--- config.mk ---
export PLATFORM = sky130hd
export DESIGN_NAME = mem_load_unit_flat
export DESIGN_NICKNAME = d
export VERILOG_FILES = /design/src/rtl/mem_load_unit_pkg.sv /design/src/rtl/mem_load_unit_if.sv /design/src/rtl/mem_load_unit_load_extract.sv /design/src/rtl/mem_load_unit.sv /design/src/flat_wrapper.sv
export SDC_FILE = /design/constraint.sdc
export NUM_CORES = 1
export LEC_CHECK = 0
export BUFFER_PORTS_ARGS = -buffer_cell sky130_fd_sc_hd__buf_2
export CAP_MARGIN = 0
export CORE_AREA = 2 2 106 159
export CTS_BUF_LIST = sky130_fd_sc_hd__clkbuf_4 sky130_fd_sc_hd__clkbuf_8
export DETAILED_ROUTE_END_ITERATION = 16
export DIE_AREA = 0 0 108 161
export PLACE_DENSITY = 0.73
export REMOVE_ABC_BUFFERS = 1
export SLEW_MARGIN = 20
export SYNTH_ARGS = -nofsm -noshare
export SYNTH_HDL_FRONTEND = slang
export SYNTH_SLANG_ARGS = --single-unit
--- constraint.sdc ---
create_clock -name clk -period 2.4 [get_ports clk]
set_clock_uncertainty 0.15 [all_clocks]
set_input_delay 0.36 -clock clk [delete_from_list [all_inputs] [get_ports clk]]
set_output_delay 0.36 -clock clk [all_outputs]
set_load 0.005 [all_outputs]
--- src/rtl/mem_load_unit_pkg.sv ---
// Shared load/store width codes, load FSM states and error causes.
// Also imported by the store mask generator.
package mem_load_unit_pkg;

  localparam logic [2:0] WIDTH_NONE = 3'b000;
  localparam logic [2:0] WIDTH_D    = 3'b001;
  localparam logic [2:0] WIDTH_W    = 3'b010;
  localparam logic [2:0] WIDTH_H    = 3'b011;
  localparam logic [2:0] WIDTH_B    = 3'b100;
  localparam logic [2:0] WIDTH_WU   = 3'b101;
  localparam logic [2:0] WIDTH_HU   = 3'b110;
  localparam logic [2:0] WIDTH_BU   = 3'b111;

  localparam logic ERR_MISALIGN = 1'b0;
  localparam logic ERR_TIMEOUT  = 1'b1;

  typedef enum logic [2:0] {
    S_IDLE,
    S_REQ,
    S_WAIT,
    S_DONE,
    S_ERR
  } ld_state_e;

  function automatic logic misaligned(
    input logic [2:0] w,
    input logic [2:0] off
  );
    logic m;
    m = 1'b0;
    unique case (w)
      WIDTH_D:           m = off != 3'b000;
      WIDTH_W, WIDTH_WU: m = off[1:0] != 2'b00;
      WIDTH_H, WIDTH_HU: m = off[0];
      default:           m = 1'b0;
    endcase
    return m;
  endfunction

endpackage

--- src/rtl/mem_load_unit_if.sv ---
// Pipeline request/result and data-memory read port of the load unit.
// slave = load unit side, master = pipeline + memory side.
interface mem_load_unit_if;

  logic        ld_valid;
  logic [63:0] ld_addr;
  logic [2:0]  memdata_width;
  logic        busy;
  logic        mem_req;
  logic [63:0] mem_addr;
  logic        mem_gnt;
  logic        mem_rvalid;
  logic [63:0] mem_rdata;
  logic        ld_done;
  logic [63:0] ld_data;
  logic        ld_err;
  logic        ld_err_cause;

  modport slave (
    input  ld_valid, ld_addr, memdata_width,
    input  mem_gnt, mem_rvalid, mem_rdata,
    output busy, mem_req, mem_addr,
    output ld_done, ld_data, ld_err, ld_err_cause
  );

  modport master (
    output ld_valid, ld_addr, memdata_width,
    output mem_gnt, mem_rvalid, mem_rdata,
    input  busy, mem_req, mem_addr,
    input  ld_done, ld_data, ld_err, ld_err_cause
  );

endinterface

--- src/rtl/mem_load_unit_load_extract.sv ---
// Selects the addressed field of an aligned doubleword and
// sign- or zero-extends it to 64 bits.
module load_extract
  import mem_load_unit_pkg::*;
(
  input  logic [63:0] rdata,
  input  logic [2:0]  offset,
  input  logic [2:0]  width,
  output logic [63:0] data
);

  logic [7:0]  b;
  logic [15:0] h;
  logic [31:0] w;

  assign b = 8'(rdata >> {offset, 3'b000});
  assign h = 16'(rdata >> {offset[2:1], 4'b0000});
  assign w = 32'(rdata >> {offset[2], 5'b00000});

  always_comb begin
    data = '0;
    unique case (width)
      WIDTH_D:  data = rdata;
      WIDTH_W:  data = {{32{w[31]}}, w};
      WIDTH_WU: data = {32'b0, w};
      WIDTH_H:  data = {{48{h[15]}}, h};
      WIDTH_HU: data = {48'b0, h};
      WIDTH_B:  data = {{56{b[7]}}, b};
      WIDTH_BU: data = {56'b0, b};
      default:  data = '0;
    endcase
  end

endmodule

--- src/rtl/mem_load_unit.sv ---
// Memory-stage load unit: one aligned 8-byte read per load,
// field extraction, misalign and timeout reporting.
module mem_load_unit
  import mem_load_unit_pkg::*;
#(
  parameter int TIMEOUT = 16,
  parameter int CNT_W   = 5
) (
  input  logic            clk,
  input  logic            rstn,
  mem_load_unit_if.slave  bus
);

  localparam logic [CNT_W-1:0] TMO = CNT_W'(TIMEOUT);

  ld_state_e        state_q;
  logic [2:0]       off_q;
  logic [2:0]       wid_q;
  logic [60:0]      base_q;
  logic [CNT_W-1:0] cnt_q;
  logic [CNT_W-1:0] cnt_d;
  logic             busy_q;
  logic             req_q;
  logic             done_q;
  logic             err_q;
  logic             cause_q;
  logic [63:0]      data_q;
  logic [63:0]      data_d;

  assign cnt_d = cnt_q + CNT_W'(1);

  load_extract u_extract (
    .rdata  (bus.mem_rdata),
    .offset (off_q),
    .width  (wid_q),
    .data   (data_d)
  );

  always_ff @(posedge clk) begin
    if (!rstn) begin
      state_q <= S_IDLE;
      off_q   <= '0;
      wid_q   <= WIDTH_NONE;
      base_q  <= '0;
      cnt_q   <= '0;
      busy_q  <= 1'b0;
      req_q   <= 1'b0;
      done_q  <= 1'b0;
      err_q   <= 1'b0;
      cause_q <= 1'b0;
      data_q  <= '0;
    end else begin
      done_q <= 1'b0;
      err_q  <= 1'b0;
      unique case (state_q)
        S_IDLE: begin
          if (bus.ld_valid &&
              bus.memdata_width != WIDTH_NONE) begin
            off_q  <= bus.ld_addr[2:0];
            wid_q  <= bus.memdata_width;
            base_q <= bus.ld_addr[63:3];
            cnt_q  <= '0;
            busy_q <= 1'b1;
            if (misaligned(bus.memdata_width,
                           bus.ld_addr[2:0])) begin
              state_q <= S_ERR;
              err_q   <= 1'b1;
              cause_q <= ERR_MISALIGN;
            end else begin
              state_q <= S_REQ;
              req_q   <= 1'b1;
            end
          end
        end
        S_REQ: begin
          if (bus.mem_gnt) begin
            state_q <= S_WAIT;
            req_q   <= 1'b0;
          end
        end
        S_WAIT: begin
          cnt_q <= cnt_d;
          // data arriving on the expiry cycle still completes
          if (bus.mem_rvalid) begin
            state_q <= S_DONE;
            data_q  <= data_d;
            done_q  <= 1'b1;
          end else if (cnt_d == TMO) begin
            state_q <= S_ERR;
            err_q   <= 1'b1;
            cause_q <= ERR_TIMEOUT;
          end
        end
        S_DONE, S_ERR: begin
          state_q <= S_IDLE;
          busy_q  <= 1'b0;
        end
        default: begin
          state_q <= S_IDLE;
          busy_q  <= 1'b0;
          req_q   <= 1'b0;
        end
      endcase
    end
  end

  assign bus.busy         = busy_q;
  assign bus.mem_req      = req_q;
  assign bus.mem_addr     = {base_q, 3'b000};
  assign bus.ld_done      = done_q;
  assign bus.ld_data      = data_q;
  assign bus.ld_err       = err_q;
  assign bus.ld_err_cause = cause_q;

endmodule

--- src/flat_wrapper.sv ---
// flat-port wrapper written by rule: the top's interface ports become plain ports
module mem_load_unit_flat import mem_load_unit_pkg::*;
#(
  parameter int TIMEOUT = 16,
  parameter int CNT_W   = 5
)
  (clk, rstn, bus_ld_valid, bus_ld_addr, bus_memdata_width, bus_mem_gnt, bus_mem_rvalid, bus_mem_rdata, bus_busy, bus_mem_req, bus_mem_addr, bus_ld_done, bus_ld_data, bus_ld_err, bus_ld_err_cause);
  mem_load_unit_if bus_i ();
  input  logic clk;
  input  logic rstn;
  input wire logic [$bits(bus_i.ld_valid)-1:0] bus_ld_valid;
  input wire logic [$bits(bus_i.ld_addr)-1:0] bus_ld_addr;
  input wire logic [$bits(bus_i.memdata_width)-1:0] bus_memdata_width;
  input wire logic [$bits(bus_i.mem_gnt)-1:0] bus_mem_gnt;
  input wire logic [$bits(bus_i.mem_rvalid)-1:0] bus_mem_rvalid;
  input wire logic [$bits(bus_i.mem_rdata)-1:0] bus_mem_rdata;
  output wire logic [$bits(bus_i.busy)-1:0] bus_busy;
  output wire logic [$bits(bus_i.mem_req)-1:0] bus_mem_req;
  output wire logic [$bits(bus_i.mem_addr)-1:0] bus_mem_addr;
  output wire logic [$bits(bus_i.ld_done)-1:0] bus_ld_done;
  output wire logic [$bits(bus_i.ld_data)-1:0] bus_ld_data;
  output wire logic [$bits(bus_i.ld_err)-1:0] bus_ld_err;
  output wire logic [$bits(bus_i.ld_err_cause)-1:0] bus_ld_err_cause;
  assign bus_i.ld_valid = bus_ld_valid;
  assign bus_i.ld_addr = bus_ld_addr;
  assign bus_i.memdata_width = bus_memdata_width;
  assign bus_i.mem_gnt = bus_mem_gnt;
  assign bus_i.mem_rvalid = bus_mem_rvalid;
  assign bus_i.mem_rdata = bus_mem_rdata;
  assign bus_busy = bus_i.busy;
  assign bus_mem_req = bus_i.mem_req;
  assign bus_mem_addr = bus_i.mem_addr;
  assign bus_ld_done = bus_i.ld_done;
  assign bus_ld_data = bus_i.ld_data;
  assign bus_ld_err = bus_i.ld_err;
  assign bus_ld_err_cause = bus_i.ld_err_cause;
  mem_load_unit #(.TIMEOUT(TIMEOUT), .CNT_W(CNT_W)) u_core (.clk(clk), .rstn(rstn), .bus(bus_i));
endmodule
==> metrics.txt <==
Gate Count Post-Synth 847; share of cells above drive strength 1 0.336; Via density 5.60; Critical Path Sink Type flop; Total GRT Usage 0.275; pin count of the biggest net entering global routing 66; mux cell area share after synthesis 0.0864; crit path kind flop to flop; DR pass1 iterations 5; PortBufs 265; most frequent cells after synthesis nand2_1 (191), dfxtp_1 (144), a21oi_1 (99); top-count cell post-synth nand2_1; clk_lat worst skew 440 ps; combinational family with the most area after synthesis compound AO/OA/AOI/OAI gates; number of flops mapped to enable cells by yosys 0; I/O pin total 269; ys async rst share 0; H-Tree Depth 4; Mapped Area 0.00702 mm^2; Starting Density 0.438; area occupied by multi-input gates 0.00372 mm^2; num rows 57; Total Wirelength 24.5 mm; Core ar. 0.0160 mm^2; cts repair resizes 0; P&R area growth vs syn 37.3%; final max-slew violation count 0; post-route setup slack 242 ps; Yosys cell types 69; hpwl dp 16.5 mm; post-synth top area share 0.410; final setup fails 0; Critical Path Max Stage Delay 530 ps; via count 7,689; Min-Delay Path Class primary input to flop; Tcrit/Tclk final 0.899; total grt overflow 0; Final Wtd Congestion 0.910; maxcap violations 0; FF/Latch Area 0.00288 mm^2; Ys Warns 0; DIE AREA 0.0174 mm^2; Compound-Gate Fraction of Synth Area 0.251; synthesized area per cell 8.29 um^2; vias in the first global route 7,451; cell area after layout 0.00964 mm^2; CTS tree yes; post-synthesis register bit count 144; Post-Place Setup Slack 26.6 ps; Crit Path Max Fanout 24; Nets 1,289; Sink Count 144; worst-margin pin slew 709 ps; Arr. time, crit path 2370 ps; outcome finished, final reports clean; post-synth top area cell dfxtp_1; clk buf depth 2; CTS buffer count 17; Critical path origin u_core.off_q[1]$_SDFFE_PN0P_; Hold Startpoint bus_mem_rdata[38]; RSZ-0062 raised after global routing false; worst r2r src u_core.off_q[1]$_SDFFE_PN0P_; pwr/cell area 612 mW/mm^2; Clk pin slew, worst setup/hold paths 90 ps; crit path time final 2160 ps; Adder-Cell Fraction of Synth Area 0.00321; initial DRC count 456; Area contributors post-synth dfxtp_1 (41%), nand2_1 (10%), a21oi_1 (7.1%); VDD IR max 0.000463 V; worst-path cell chain buf_4 > nor2b_1 > a22oi_1 > nand4_1 > o211ai_1; xor/xnor cell area share of the yosys netlist 0.00125; first-pass GRT wire length 37.8 mm; Fillers 1,436; dpl cell area 0.00858 mm^2; Hold Fails Final Rpt 0; Die W 108 um; Worst Path Required 2620 ps; Cell Count, Final, Fillers Out 1,372; max_slew headroom 0.528; antenna violation net count after detailed routing 0; Avg WL per Cell 17.8 um; WHS 31.9 ps; Synth Area in Simple Gates 0.182; Max stage delay cell, worst path nand4_1; Peak Freq 0.463 GHz; Pleak 0.00425 uW; initial antenna violation count 1; DP Cell Count 1,275; top_reg_cell synth dfxtp_1; register area share after synthesis 0.410; # DRC 0; root buffer cell clkbuf_8; die height 161 um; Worst setup SP type flop
==> power breakdown <==
group          internal (uW)  switching (uW)  total (uW)
Clock                   1110            1030        2140
Combinational            535             656        1190
Sequential              2510            67.8        2570
Total                   4150            1750        5900
==> registers in the layout, summed over array words and instances, names as in the netlist <==
| signal | flops |
|---|---|
| u_core.state_q | 3 |
| u_core.off_q | 3 |
| u_core.bus.ld_err | 1 |
| u_core.wid_q | 3 |
| u_core.cnt_q | 5 |
| u_core.bus.mem_req | 1 |
| u_core.bus.ld_done | 1 |
| u_core.bus.ld_err_cause | 1 |
| u_core.bus.busy | 1 |
| u_core.bus.ld_data | 64 |
| u_core.base_q | 61 |
==> stage by stage <==
| stage | TNS, ps | total power [uW] | util |
|---|---|---|---|
| floorplan | -139140 | 3210 | - |
| global placement | 0 | 3700 | 0.534 |
| detailed placement | 0 | 3720 | 0.534 |
| CTS | 0 | 5910 | 0.598 |
| global route | 0 | 6150 | 0.601 |
| finish | 0 | 5900 | 0.601 |
==> worst max-delay path, delay by kind of cell (launching register included) <==
kind                   cells  cell delay, ps
AO/OA/AOI/OAI              2             580
buffers and inverters      1             370
flip-flops                 1             360
AND/OR/NAND/NOR            2             620
==> layout by cell type, fill, tap and decap left out, drive strengths merged, types with 3 or more instances in the layout <==
cell type / count
mux2: 15
inv: 31
mux2i: 10
a21oi: 101
mux4: 15
dlygate4sd3: 58
conb: 3
a2111oi: 15
dfxtp: 144
o32ai: 5
o21ai: 47
nand3: 7
nand2b: 5
and3: 17
nor3: 3
nand2: 191
nand4: 3
nor2b: 5
o211ai: 8
buf: 303
nor3b: 3
clkbuf: 19
nor2: 34
a221oi: 3
bufinv: 3
a222oi: 13
a32oi: 3
a31oi: 50
or3b: 4
a22oi: 5
clkinvlp: 3
==> final timing paths <==
path	end	slack (ps)	cells after the start
worst min register to register	u_core.base_q[59]$_SDFFE_PN0P_	300	2
worst max-delay path	u_core.bus.ld_data[15]$_SDFFE_PN0P_	240	5
worst max register to register	u_core.bus.ld_data[15]$_SDFFE_PN0P_	240	5
worst min-delay path	u_core.bus.ld_data[38]$_SDFFE_PN0P_	30	3
==> metal layers <==
layer  GRT usage  share of wire  vias up
li1            -              -     3668
met2       0.487           0.50      357
met5           0              0        -
met4       0.142          0.046        0
met3      0.0666          0.079       69
met1       0.299           0.37     3595
==> cell type report <==
type / count / share of cell area
diodes: 1 / 0.000260
clock buffers: 19 / 0.0271
clock inverters: 13 / 0.0183
inverters: 26 / 0.0101
multi-input cells: 602 / 0.386
flip-flops and latches: 144 / 0.299
well taps: 206 / 0.0267
repair buffers: 361 / 0.233
==> kinds of logic (layout without fill, tap and decap cells) <==
family,after synthesis,in the layout
compound gates,271,271
fa+ha+maj,2,2
flops,144,144
other cells,1,4
mux,40,40
xor+xnor,1,1
buf+inv,103,419
simple gates,285,285
==> what timing repair did <==
action / CTS / global route
hold buffers: 58 / 0
buffers inserted: 0 / 6
endpoints found under the hold margin: 58 / 0
endpoints found under the setup margin: 0 / 18
Note: power is estimated with default switching activity, not from simulation.
